<file path="config.mk">
export PLATFORM = sky130hd
export DESIGN_NAME = instr_encoder_flat
export DESIGN_NICKNAME = d
export VERILOG_FILES = /design/src/rtl/instr_encoder_pkg.sv /design/src/rtl/instr_encoder_if.sv /design/src/rtl/instr_pack.sv /design/src/rtl/instr_encoder.sv /design/src/flat_wrapper.sv
export SDC_FILE = /design/constraint.sdc
export NUM_CORES = 1
export LEC_CHECK = 0
export CAP_MARGIN = 15
export CORE_MARGIN = 5
export CORE_UTILIZATION = 40
export CTS_BUF_LIST = sky130_fd_sc_hd__clkbuf_4
export DETAILED_ROUTE_END_ITERATION = 16
export PLACE_DENSITY = 0.73
export SLEW_MARGIN = 15
export SYNTH_ARGS = -nofsm -noshare
export SYNTH_HDL_FRONTEND = slang
export SYNTH_HIERARCHICAL = 1
export SYNTH_SLANG_ARGS = --single-unit
</file>
<file path="constraint.sdc">
create_clock -name clk -period 2.22 [get_ports clk]
set_input_delay 0.333 -clock clk [delete_from_list [all_inputs] [get_ports clk]]
set_output_delay 0.333 -clock clk [all_outputs]
set_load 0.1 [all_outputs]
</file>
<file path="src/rtl/instr_encoder_pkg.sv">
// Shared types and constants for the instruction encoder / memory loader.
package instr_encoder_pkg;

   localparam int OP_W     = 6;
   localparam int REG_W    = 5;
   localparam int SHAMT_W  = 5;
   localparam int FUNCT_W  = 6;
   localparam int IMM_W    = 16;
   localparam int TARGET_W = 26;
   localparam int WORD_W   = 32;

   // An unknown opcode is replaced by an all-zero word, which MIPS executes as a NOP.
   localparam logic [WORD_W-1:0] NOP_WORD = '0;

   typedef enum logic [OP_W-1:0] {
      OP_RTYPE = 6'b000000,
      OP_J     = 6'b000010,
      OP_BEQ   = 6'b000100,
      OP_LW    = 6'b100011,
      OP_SW    = 6'b101011
   } opcode_type;

   typedef enum logic [1:0] {
      ST_IDLE,
      ST_LOAD,
      ST_DRAIN,
      ST_DONE
   } enc_state_t;

endpackage

</file>
<file path="src/rtl/instr_encoder_if.sv">
// Valid/ready stream carrying one instruction description per transfer.
// The opcode travels as raw bits so that illegal encodings can reach the
// encoder and be flagged there.
interface instr_encoder_if;
   import instr_encoder_pkg::*;

   logic                in_valid;
   logic                in_ready;
   logic [OP_W-1:0]     in_op;
   logic [REG_W-1:0]    in_rs;
   logic [REG_W-1:0]    in_rt;
   logic [REG_W-1:0]    in_rd;
   logic [FUNCT_W-1:0]  in_funct;
   logic [IMM_W-1:0]    in_imm;
   logic [TARGET_W-1:0] in_target;
   logic                in_last;

   modport master (
      output in_valid, in_op, in_rs, in_rt, in_rd, in_funct, in_imm, in_target, in_last,
      input  in_ready
   );

   modport slave (
      input  in_valid, in_op, in_rs, in_rt, in_rd, in_funct, in_imm, in_target, in_last,
      output in_ready
   );

endinterface

</file>
<file path="src/rtl/instr_pack.sv">
// Combinational packer: turns an opcode plus its fields into a 32-bit MIPS word.
module instr_pack
   import instr_encoder_pkg::*;
(
   input  logic [OP_W-1:0]     i_op,
   input  logic [REG_W-1:0]    i_rs,
   input  logic [REG_W-1:0]    i_rt,
   input  logic [REG_W-1:0]    i_rd,
   input  logic [FUNCT_W-1:0]  i_funct,
   input  logic [IMM_W-1:0]    i_imm,
   input  logic [TARGET_W-1:0] i_target,
   output logic [WORD_W-1:0]   o_word,
   output logic                o_unknown
);

   // Select the field layout by instruction format; anything unrecognised becomes a flagged NOP.
   always_comb begin
      o_word    = NOP_WORD;
      o_unknown = 1'b0;
      case (i_op)
         OP_RTYPE:            o_word = {OP_RTYPE, i_rs, i_rt, i_rd, {SHAMT_W{1'b0}}, i_funct};
         OP_LW, OP_SW, OP_BEQ: o_word = {i_op, i_rs, i_rt, i_imm};
         OP_J:                o_word = {i_op, i_target};
         default:             o_unknown = 1'b1;
      endcase
   end

endmodule

</file>
<file path="src/rtl/instr_encoder.sv">
// Instruction encoder and instruction-memory loader: accepts instruction
// descriptions on a stream, packs them and writes them to consecutive
// instruction-memory words, reporting completion and error status.
module instr_encoder
   import instr_encoder_pkg::*;
#(
   parameter int          ADDR_W    = 8,
   parameter int unsigned BASE_ADDR = 0
) (
   input  logic              clk,
   input  logic              rst,
   input  logic              start,
   instr_encoder_if.slave    in_if,
   output logic              mem_we,
   output logic [ADDR_W-1:0] mem_addr,
   output logic [WORD_W-1:0] mem_wdata,
   output logic [ADDR_W:0]   count,
   output logic              done,
   output logic              err_op,
   output logic              err_full
);

   localparam logic [ADDR_W-1:0] BASE_PTR  = ADDR_W'(BASE_ADDR);
   localparam logic [ADDR_W:0]   DEPTH_CNT = {1'b1, {ADDR_W{1'b0}}};

   enc_state_t          r_state;
   enc_state_t          w_nextState;
   logic [ADDR_W-1:0]   r_wrPtr;
   logic [ADDR_W:0]     r_count;
   logic                r_memWe;
   logic [ADDR_W-1:0]   r_memAddr;
   logic [WORD_W-1:0]   r_memWdata;
   logic                r_errOp;
   logic                r_errFull;

   logic [WORD_W-1:0]   w_word;
   logic                w_unknown;
   logic                w_accept;
   logic                w_armStart;
   logic [ADDR_W:0]     w_countInc;
   logic                w_fillsMem;

   instr_pack u_pack (
      .i_op      (in_if.in_op),
      .i_rs      (in_if.in_rs),
      .i_rt      (in_if.in_rt),
      .i_rd      (in_if.in_rd),
      .i_funct   (in_if.in_funct),
      .i_imm     (in_if.in_imm),
      .i_target  (in_if.in_target),
      .o_word    (w_word),
      .o_unknown (w_unknown)
   );

   assign in_if.in_ready = (r_state == ST_LOAD);
   assign w_accept       = in_if.in_valid && in_if.in_ready;
   assign w_armStart     = start && ((r_state == ST_IDLE) || (r_state == ST_DONE));
   assign w_countInc     = r_count + 1'b1;
   assign w_fillsMem     = (w_countInc == DEPTH_CNT);

   // Hold the session state; reset always returns to IDLE.
   always_ff @(posedge clk) begin
      if (rst) r_state <= ST_IDLE;
      else     r_state <= w_nextState;
   end

   // Sequence a session: arm on start, stream until last or full, drain the final write, then report done.
   always_comb begin
      w_nextState = r_state;
      case (r_state)
         ST_IDLE, ST_DONE: if (start) w_nextState = ST_LOAD;
         ST_LOAD:          if (w_accept && (in_if.in_last || w_fillsMem)) w_nextState = ST_DRAIN;
         ST_DRAIN:         w_nextState = ST_DONE;
         default:          w_nextState = ST_IDLE;
      endcase
   end

   // Register each accepted word with its address so the memory write lands exactly one cycle after the handshake.
   always_ff @(posedge clk) begin
      if (rst) begin
         r_wrPtr    <= '0;
         r_count    <= '0;
         r_memWe    <= 1'b0;
         r_memAddr  <= '0;
         r_memWdata <= '0;
         r_errOp    <= 1'b0;
         r_errFull  <= 1'b0;
      end else begin
         r_memWe <= w_accept;
         if (w_armStart) begin
            r_wrPtr   <= BASE_PTR;
            r_count   <= '0;
            r_errOp   <= 1'b0;
            r_errFull <= 1'b0;
         end else if (w_accept) begin
            r_memAddr  <= r_wrPtr;
            r_memWdata <= w_word;
            r_wrPtr    <= r_wrPtr + 1'b1;
            r_count    <= w_countInc;
            if (w_unknown) r_errOp <= 1'b1;
            if (w_fillsMem && !in_if.in_last) r_errFull <= 1'b1;
         end
      end
   end

   assign mem_we    = r_memWe;
   assign mem_addr  = r_memAddr;
   assign mem_wdata = r_memWdata;
   assign count     = r_count;
   assign done      = (r_state == ST_DONE);
   assign err_op    = r_errOp;
   assign err_full  = r_errFull;

endmodule

</file>
<file path="src/flat_wrapper.sv">
// flat-port wrapper written by rule: the top's interface ports become plain ports
module instr_encoder_flat import instr_encoder_pkg::*;
#(
   parameter int          ADDR_W    = 8,
   parameter int unsigned BASE_ADDR = 0
)
  (clk, rst, start, mem_we, mem_addr, mem_wdata, count, done, err_op, err_full, in_if_in_valid, in_if_in_op, in_if_in_rs, in_if_in_rt, in_if_in_rd, in_if_in_funct, in_if_in_imm, in_if_in_target, in_if_in_last, in_if_in_ready);
  instr_encoder_if in_if_i ();
  input  logic clk;
  input  logic rst;
  input  logic start;
  output logic mem_we;
  output logic [ADDR_W-1:0] mem_addr;
  output logic [WORD_W-1:0] mem_wdata;
  output logic [ADDR_W:0] count;
  output logic done;
  output logic err_op;
  output logic err_full;
  input wire logic [$bits(in_if_i.in_valid)-1:0] in_if_in_valid;
  input wire logic [$bits(in_if_i.in_op)-1:0] in_if_in_op;
  input wire logic [$bits(in_if_i.in_rs)-1:0] in_if_in_rs;
  input wire logic [$bits(in_if_i.in_rt)-1:0] in_if_in_rt;
  input wire logic [$bits(in_if_i.in_rd)-1:0] in_if_in_rd;
  input wire logic [$bits(in_if_i.in_funct)-1:0] in_if_in_funct;
  input wire logic [$bits(in_if_i.in_imm)-1:0] in_if_in_imm;
  input wire logic [$bits(in_if_i.in_target)-1:0] in_if_in_target;
  input wire logic [$bits(in_if_i.in_last)-1:0] in_if_in_last;
  output wire logic [$bits(in_if_i.in_ready)-1:0] in_if_in_ready;
  assign in_if_i.in_valid = in_if_in_valid;
  assign in_if_i.in_op = in_if_in_op;
  assign in_if_i.in_rs = in_if_in_rs;
  assign in_if_i.in_rt = in_if_in_rt;
  assign in_if_i.in_rd = in_if_in_rd;
  assign in_if_i.in_funct = in_if_in_funct;
  assign in_if_i.in_imm = in_if_in_imm;
  assign in_if_i.in_target = in_if_in_target;
  assign in_if_i.in_last = in_if_in_last;
  assign in_if_in_ready = in_if_i.in_ready;
  instr_encoder #(.ADDR_W(ADDR_W), .BASE_ADDR(BASE_ADDR)) u_core (.clk(clk), .rst(rst), .start(start), .in_if(in_if_i), .mem_we(mem_we), .mem_addr(mem_addr), .mem_wdata(mem_wdata), .count(count), .done(done), .err_op(err_op), .err_full(err_full));
endmodule
</file>
==> metrics.csv, run 1 <==
metric,value,unit
status,completed,
postRouteAntennaNets,0,
cts_buffers,9,
nets,573,
cp_num_buf_inv,0,
drv_cap,0,
wl_per_cell,14.1,µm
cp_max_fo,9,
insertion_delay,0.38,ns
dp_hpwl,6370,µm
dieArea,0.00920,mm²
clkPwrFrac,0.271,
clk_pin_slew,0.10,ns
yosys.area.top_type,dfxtp_1,
start_util,0.409,
drc_errors,0,
layout-drive-gt1-share,0.244,
yosysSeqAreaShare,0.420,
cts_setup_buffers,0,
synth_area,0.00295,mm²
crit_chain,ha_1 -> xor2_1 -> or4_1 -> a22oi_2 -> o221ai_2 -> or3_1 -> a21oi_1,
end_kind,register,
finalCriticalPeriod,2.07,ns
synthDominantCellAreaShare,0.420,
diodes,0,
first_pass_iters,5,
num_rows,31,
pre_cts_slack,0.0445,ns
fin_area,0.00441,mm²
slew_viol_final,0,
synthDistinctLibCells,43,
hp-class,register to register,
syn_to_final_growth,49.3,%
synthCells,364,
numPortBuffers,127,
synth_area_leaders,"dfxtp_1, nand2_1, a21oi_1",
power_frac_seq,0.440,
drt_iter0_drc,104,
p_comb_frac,0.289,
max-vdd-ir-drop,0.000233,V
power_density,604,mW/mm²
skew,0.00833,ns
die_h,95.9,µm
gr-total-overflow,0,
cp.required,2.54,ns
n_fill_cell,677,
gp_congestion,0.766,
core_region_area,0.00721,mm²
dpl_cell_area,0.00429,mm²
ctsHoldBuffers,0,
grt_pass1_wl,13500,µm
netSwitchingFraction,0.329,
seq_area,0.00126,mm²
setup_viol,0,
period_share,0.933,
avgSynthCellArea,8.11,µm²
viasPerCell,5.03,
dieWidth,95.9,µm
placed_cells,581,
syn-num-nets,444,
p_switching,0.878,mW
critical-path-top-delay-family,simple AND/OR/NAND/NOR gates,
max_stage_delay,0.41,ns
antenna_found_initial,0,
rsz0062_at_grt,no,
grt_max_degree,41,
grt_usage,0.188,
clock_sinks,62,
clock-root-buffer,clkbuf_4,
synth-seq-cells,62,
routed_wl,8400,µm
intPower,1.79,mW
layout_setup_ws,0.149,ns
power.total,2.66,mW
startpoint_type,register,
path_class,register to register,
grt_pass1_vias,2948,
ios,128,
final_util,0.611,
stdcell_count,595,
power.leakage,1.73,nW
hold_violations,0,
cts_tree,done,
multi_input_area,0.00159,mm²
yosys_warnings,6,
cp_data_arrival_time,2.39,ns
fmax,483,MHz
htree_levels,3,
ctsResizeCount,0,
slowest_stage,or4_1,
vias,2993,
clk_path_buf_depth,2,
==> power by group through the flow <==
stage,clock [mW],combinational (mW),sequential [mW]
finish,0.723,0.770,1.17
global route,0.821,0.824,1.18
CTS,0.751,0.774,1.17
detailed placement,0,0.773,1.20
global placement,0,0.763,1.20
floorplan,0,0.372,1.30
==> synthesized netlist by cell type (all sizes together) <==
cell     count
nand2       94
dfxtp       62
a21oi       50
nor2        23
clkbuf      17
a22o        15
and3        12
a221o       11
buf          9
xor2         9
ha           6
nand4        6
o21ai        5
xnor2        5
inv          4
nand2b       4
nand3        3
nor4         3
or2          3
or3          3
and2         2
nor3         2
or4          2
a211oi       1
a21boi       1
a22oi        1
and3b        1
and4         1
conb         1
nand4b       1
nor2b        1
o2111ai      1
o211ai       1
o21bai       1
o221ai       1
o22ai        1
or4b         1
==> through the flow <==
stage / TNS (ns) / hold slack [ns]
final: 0 / 0.454
after floorplan: -0.0405 / 0.437
after CTS: 0 / 0.456
after global routing: 0 / 0.473
after detailed placement: 0 / 0.441
after global placement: 0 / 0.441
==> path summary, 6_finish.rpt <==
check	from	endpoint	slack (ns)	cells after the start
worst min-delay path	u_core/err_full$_SDFFE_PP0P_	u_core/err_full$_SDFFE_PP0P_	0.45	2
worst min register to register	u_core/err_full$_SDFFE_PP0P_	u_core/err_full$_SDFFE_PP0P_	0.45	2
worst max-delay path	u_core/count[0]$_SDFFE_PP0P_	u_core/r_state[0]$_SDFFE_PP0P_	0.15	7
worst max register to register	u_core/count[0]$_SDFFE_PP0P_	u_core/r_state[0]$_SDFFE_PP0P_	0.15	7
==> cells in the final DEF (no fill, tap or decap), drive strengths merged, types with 2 or more instances in the layout <==
master,instances
nand2,94
clkdlybuf4s50,73
buf,71
dfxtp,62
a21oi,50
nor2,23
a22o,15
and3,12
clkbuf,11
a221o,11
xor2,9
nand4,6
ha,6
o21ai,5
xnor2,5
inv,4
nand2b,4
nor4,3
nand3,3
or2,3
or3,3
clkinv,2
and2,2
nor3,2
or4,2
==> per-layer routing <==
metal	GRT usage	wire [µm]	up-vias
met2	0.309	4130	95
met3	0.0868	708	8
met4	0.0557	97	0
li1	-	-	1517
met1	0.218	3460	1373
met5	0	0	-
==> cell families (layout without fill, tap and decap cells) <==
logic type | after synthesis | in the layout | share of synthesized area
buf+inv | 30 | 162 | 0.0470
flops | 62 | 62 | 0.420
other cells | 1 | 1 | 0.00127
compound gates | 89 | 89 | 0.212
fa+ha+maj | 6 | 6 | 0.0254
xor+xnor | 14 | 14 | 0.0415
simple gates | 162 | 162 | 0.252
==> layout make-up <==
class,count,area share
Clock inverter,3,0.00852
Multi-Input combinational cell,272,0.360
Sequential cell,62,0.286
Inverter,4,0.00341
Clock buffer,11,0.0187
Timing Repair Buffer,144,0.295
Tap cell,99,0.0281
==> worst reg2reg max path, delay by kind of cell (launching register included) <==
kind,cells,cell delay [ns]
fa+ha+maj,1,0.25
simple gates,2,0.76
xor+xnor,1,0.14
flops,1,0.39
compound gates,3,0.47
==> registers in the layout (all words and copies together) (netlist names) <==
register,flops
u_core/mem_wdata,32
u_core/mem_addr,8
u_core/r_wrPtr,8
u_core/count,9
u_core/r_state,2
u_core/err_full,1
u_core/mem_we,1
u_core/err_op,1
(Power assumes the default switching activity.)
==> run 2, diff against run 1 <==
--- a/config.mk
+++ b/config.mk
@@ -10,6 +10,7 @@
 export CORE_UTILIZATION = 40
 export CTS_BUF_LIST = sky130_fd_sc_hd__clkbuf_4
 export DETAILED_ROUTE_END_ITERATION = 16
+export MAX_ROUTING_LAYER = met4
 export PLACE_DENSITY = 0.73
 export SLEW_MARGIN = 15
 export SYNTH_ARGS = -nofsm -noshare
==> metrics.csv, run 2 (synthesis results as in run 1) <==
metric,value,unit,change
status,completed,,
grt_pass1_wl,13500,µm,about the same
drc_errors,0,,unchanged
path_class,register to register,,
holdWs,0.454,ns,-0.0000390 ns
cts_tree,done,,
crit_chain,ha_1 -> xor2_1 -> or4_1 -> a22oi_2 -> o221ai_2 -> or3_1 -> a21oi_1,,
routed.top_layer,met4,,
dieWidth,95.9,µm,unchanged
postRouteAntennaNets,0,,unchanged
rsz0062_at_grt,no,,
grt_usage,0.193,,+0.00532
grt_pass1_vias,2942,,-0.20%
hp-class,register to register,,
vias,3002,,+0.30%
hold_violations,0,,unchanged
clk_path_buf_depth,2,,unchanged
numPortBuffers,127,,unchanged
clk_pin_slew,0.10,ns,about the same
wl_met2,4100,µm,-0.75%
final_common_cell,nand2_1,,
routed_wl,8430,µm,+0.36%
max-vdd-ir-drop,0.000233,V,-0.20%
worstHoldStart,u_core/err_full$_SDFFE_PP0P_,,
setup_viol,0,,unchanged
die_h,95.9,µm,unchanged
slowest_stage,or4_1,,
wl_met1,3560,µm,+2.7%
ctsHoldBuffers,0,,unchanged
htree_levels,3,,unchanged
layout-drive-gt1-share,0.244,,unchanged
crit_path_start,u_core/count[0]$_SDFFE_PP0P_,,
ios,128,,unchanged
startpoint_type,register,,
dieArea,0.00920,mm²,unchanged
skew,0.00549,ns,-0.00283 ns
insertion_delay,0.38,ns,about the same
wl_per_cell,14.2,µm,+0.36%
dpl_cell_area,0.00429,mm²,unchanged
end_kind,register,,
ctsResizeCount,0,,unchanged
cp_num_buf_inv,0,,unchanged
period_share,0.932,,about the same
drv_cap,0,,unchanged
finalCriticalPeriod,2.07,ns,-0.000995 ns
power_density,606,mW/mm²,+0.20%
dr_wl_met3,677,µm,-4.4%
diodes,0,,unchanged
layout_common_cells,"nand2_1, clkdlybuf4s50_1, buf_4",,
cts_buffers,9,,unchanged
cts_setup_buffers,0,,unchanged
power.total,2.67,mW,+0.20%
grt_max_degree,41,,unchanged
first_pass_iters,4,,-1
clock-root-buffer,clkbuf_4,,
gr-total-overflow,0,,unchanged
max_stage_delay,0.41,ns,about the same
largest_reg_flops,32,,unchanged
reg2reg_from,u_core/count[0]$_SDFFE_PP0P_,,
fmax,483,MHz,about the same
slew_viol_final,0,,unchanged
num_rows,31,,unchanged
viasPerCell,5.05,,+0.30%
dp_hpwl,6370,µm,unchanged
critical-path-top-delay-family,simple AND/OR/NAND/NOR gates,,
antenna_found_initial,0,,unchanged
nets,573,,unchanged
cp_data_arrival_time,2.39,ns,about the same
start_util,0.409,,unchanged
clock_sinks,62,,unchanged
cp.required,2.54,ns,about the same
layout_setup_ws,0.150,ns,+0.000995 ns
core_region_area,0.00721,mm²,unchanged
fin_area,0.00441,mm²,unchanged
drt_iter0_drc,96,,-7.7%
gp_congestion,0.776,,+1.3%
pre_cts_slack,0.0445,ns,unchanged
cp_max_fo,9,,unchanged
syn_to_final_growth,49.3,%,unchanged
power.leakage,1.73,nW,unchanged
## run 2: cell counts in the layout (fill, tap and decap cells not counted)
No cell type changed its count.
## run 2: worst register-to-register path: stages, from the launching register on
cell and delay, ns:
dfxtp_4 0.39, ha_1 0.25, xor2_1 0.14, or4_1 0.41, a22oi_2 0.19, o221ai_2 0.15
or3_1 0.35, a21oi_1 0.13
## run 2: final timing paths
path,to,slack [ns],cells after the start
setup / recovery,u_core/r_state[0]$_SDFFE_PP0P_,0.15,7
hold / removal,u_core/err_full$_SDFFE_PP0P_,0.45,2
setup reg to reg,u_core/r_state[0]$_SDFFE_PP0P_,0.15,7
hold reg to reg,u_core/err_full$_SDFFE_PP0P_,0.45,2
## run 2: cell type report
class                      instances  area, µm²
fill                             677       2810
inverter                           4       15.0
clock buffer                      11       82.6
tap                               99        124
clock inverter                     3       37.5
timing repair buffer             144       1300
sequential                        62       1260
multi-input combinational        272       1590
## run 2: routing by layer
| metal | up-vias | global-route usage |
|---|---|---|
| met3 | 8 | 0.0790 |
| met5 | - | - |
| met1 | 1372 | 0.223 |
| li1 | 1518 | - |
| met4 | 0 | 0.0557 |
| met2 | 104 | 0.310 |
## run 2: through the flow
step	std cells	utilization	TNS [ns]
after global routing	595	0.611	0
final	595	0.611	0
after detailed placement	581	0.594	0
after CTS	595	0.611	0
after global placement	581	0.594	0
after floorplan	364	-	-0.0405
## run 2: power breakdown
| group | internal [mW] | leakage (nW) | switching [mW] |
|---|---|---|---|
| sequential | 1.14 | 0.505 | 0.0301 |
| combinational | 0.295 | 1.16 | 0.476 |
| clock | 0.351 | 0.0679 | 0.377 |
==> run 3, diff against run 2 <==
--- a/config.mk
+++ b/config.mk
@@ -9,6 +9,7 @@
 export CORE_MARGIN = 5
 export CORE_UTILIZATION = 40
 export CTS_BUF_LIST = sky130_fd_sc_hd__clkbuf_4
+export CTS_CLUSTER_SIZE = 14
 export DETAILED_ROUTE_END_ITERATION = 16
 export MAX_ROUTING_LAYER = met4
 export PLACE_DENSITY = 0.73
==> results of run 3 <==
The final DEF is identical to that of run 2; final timing and power are the same.
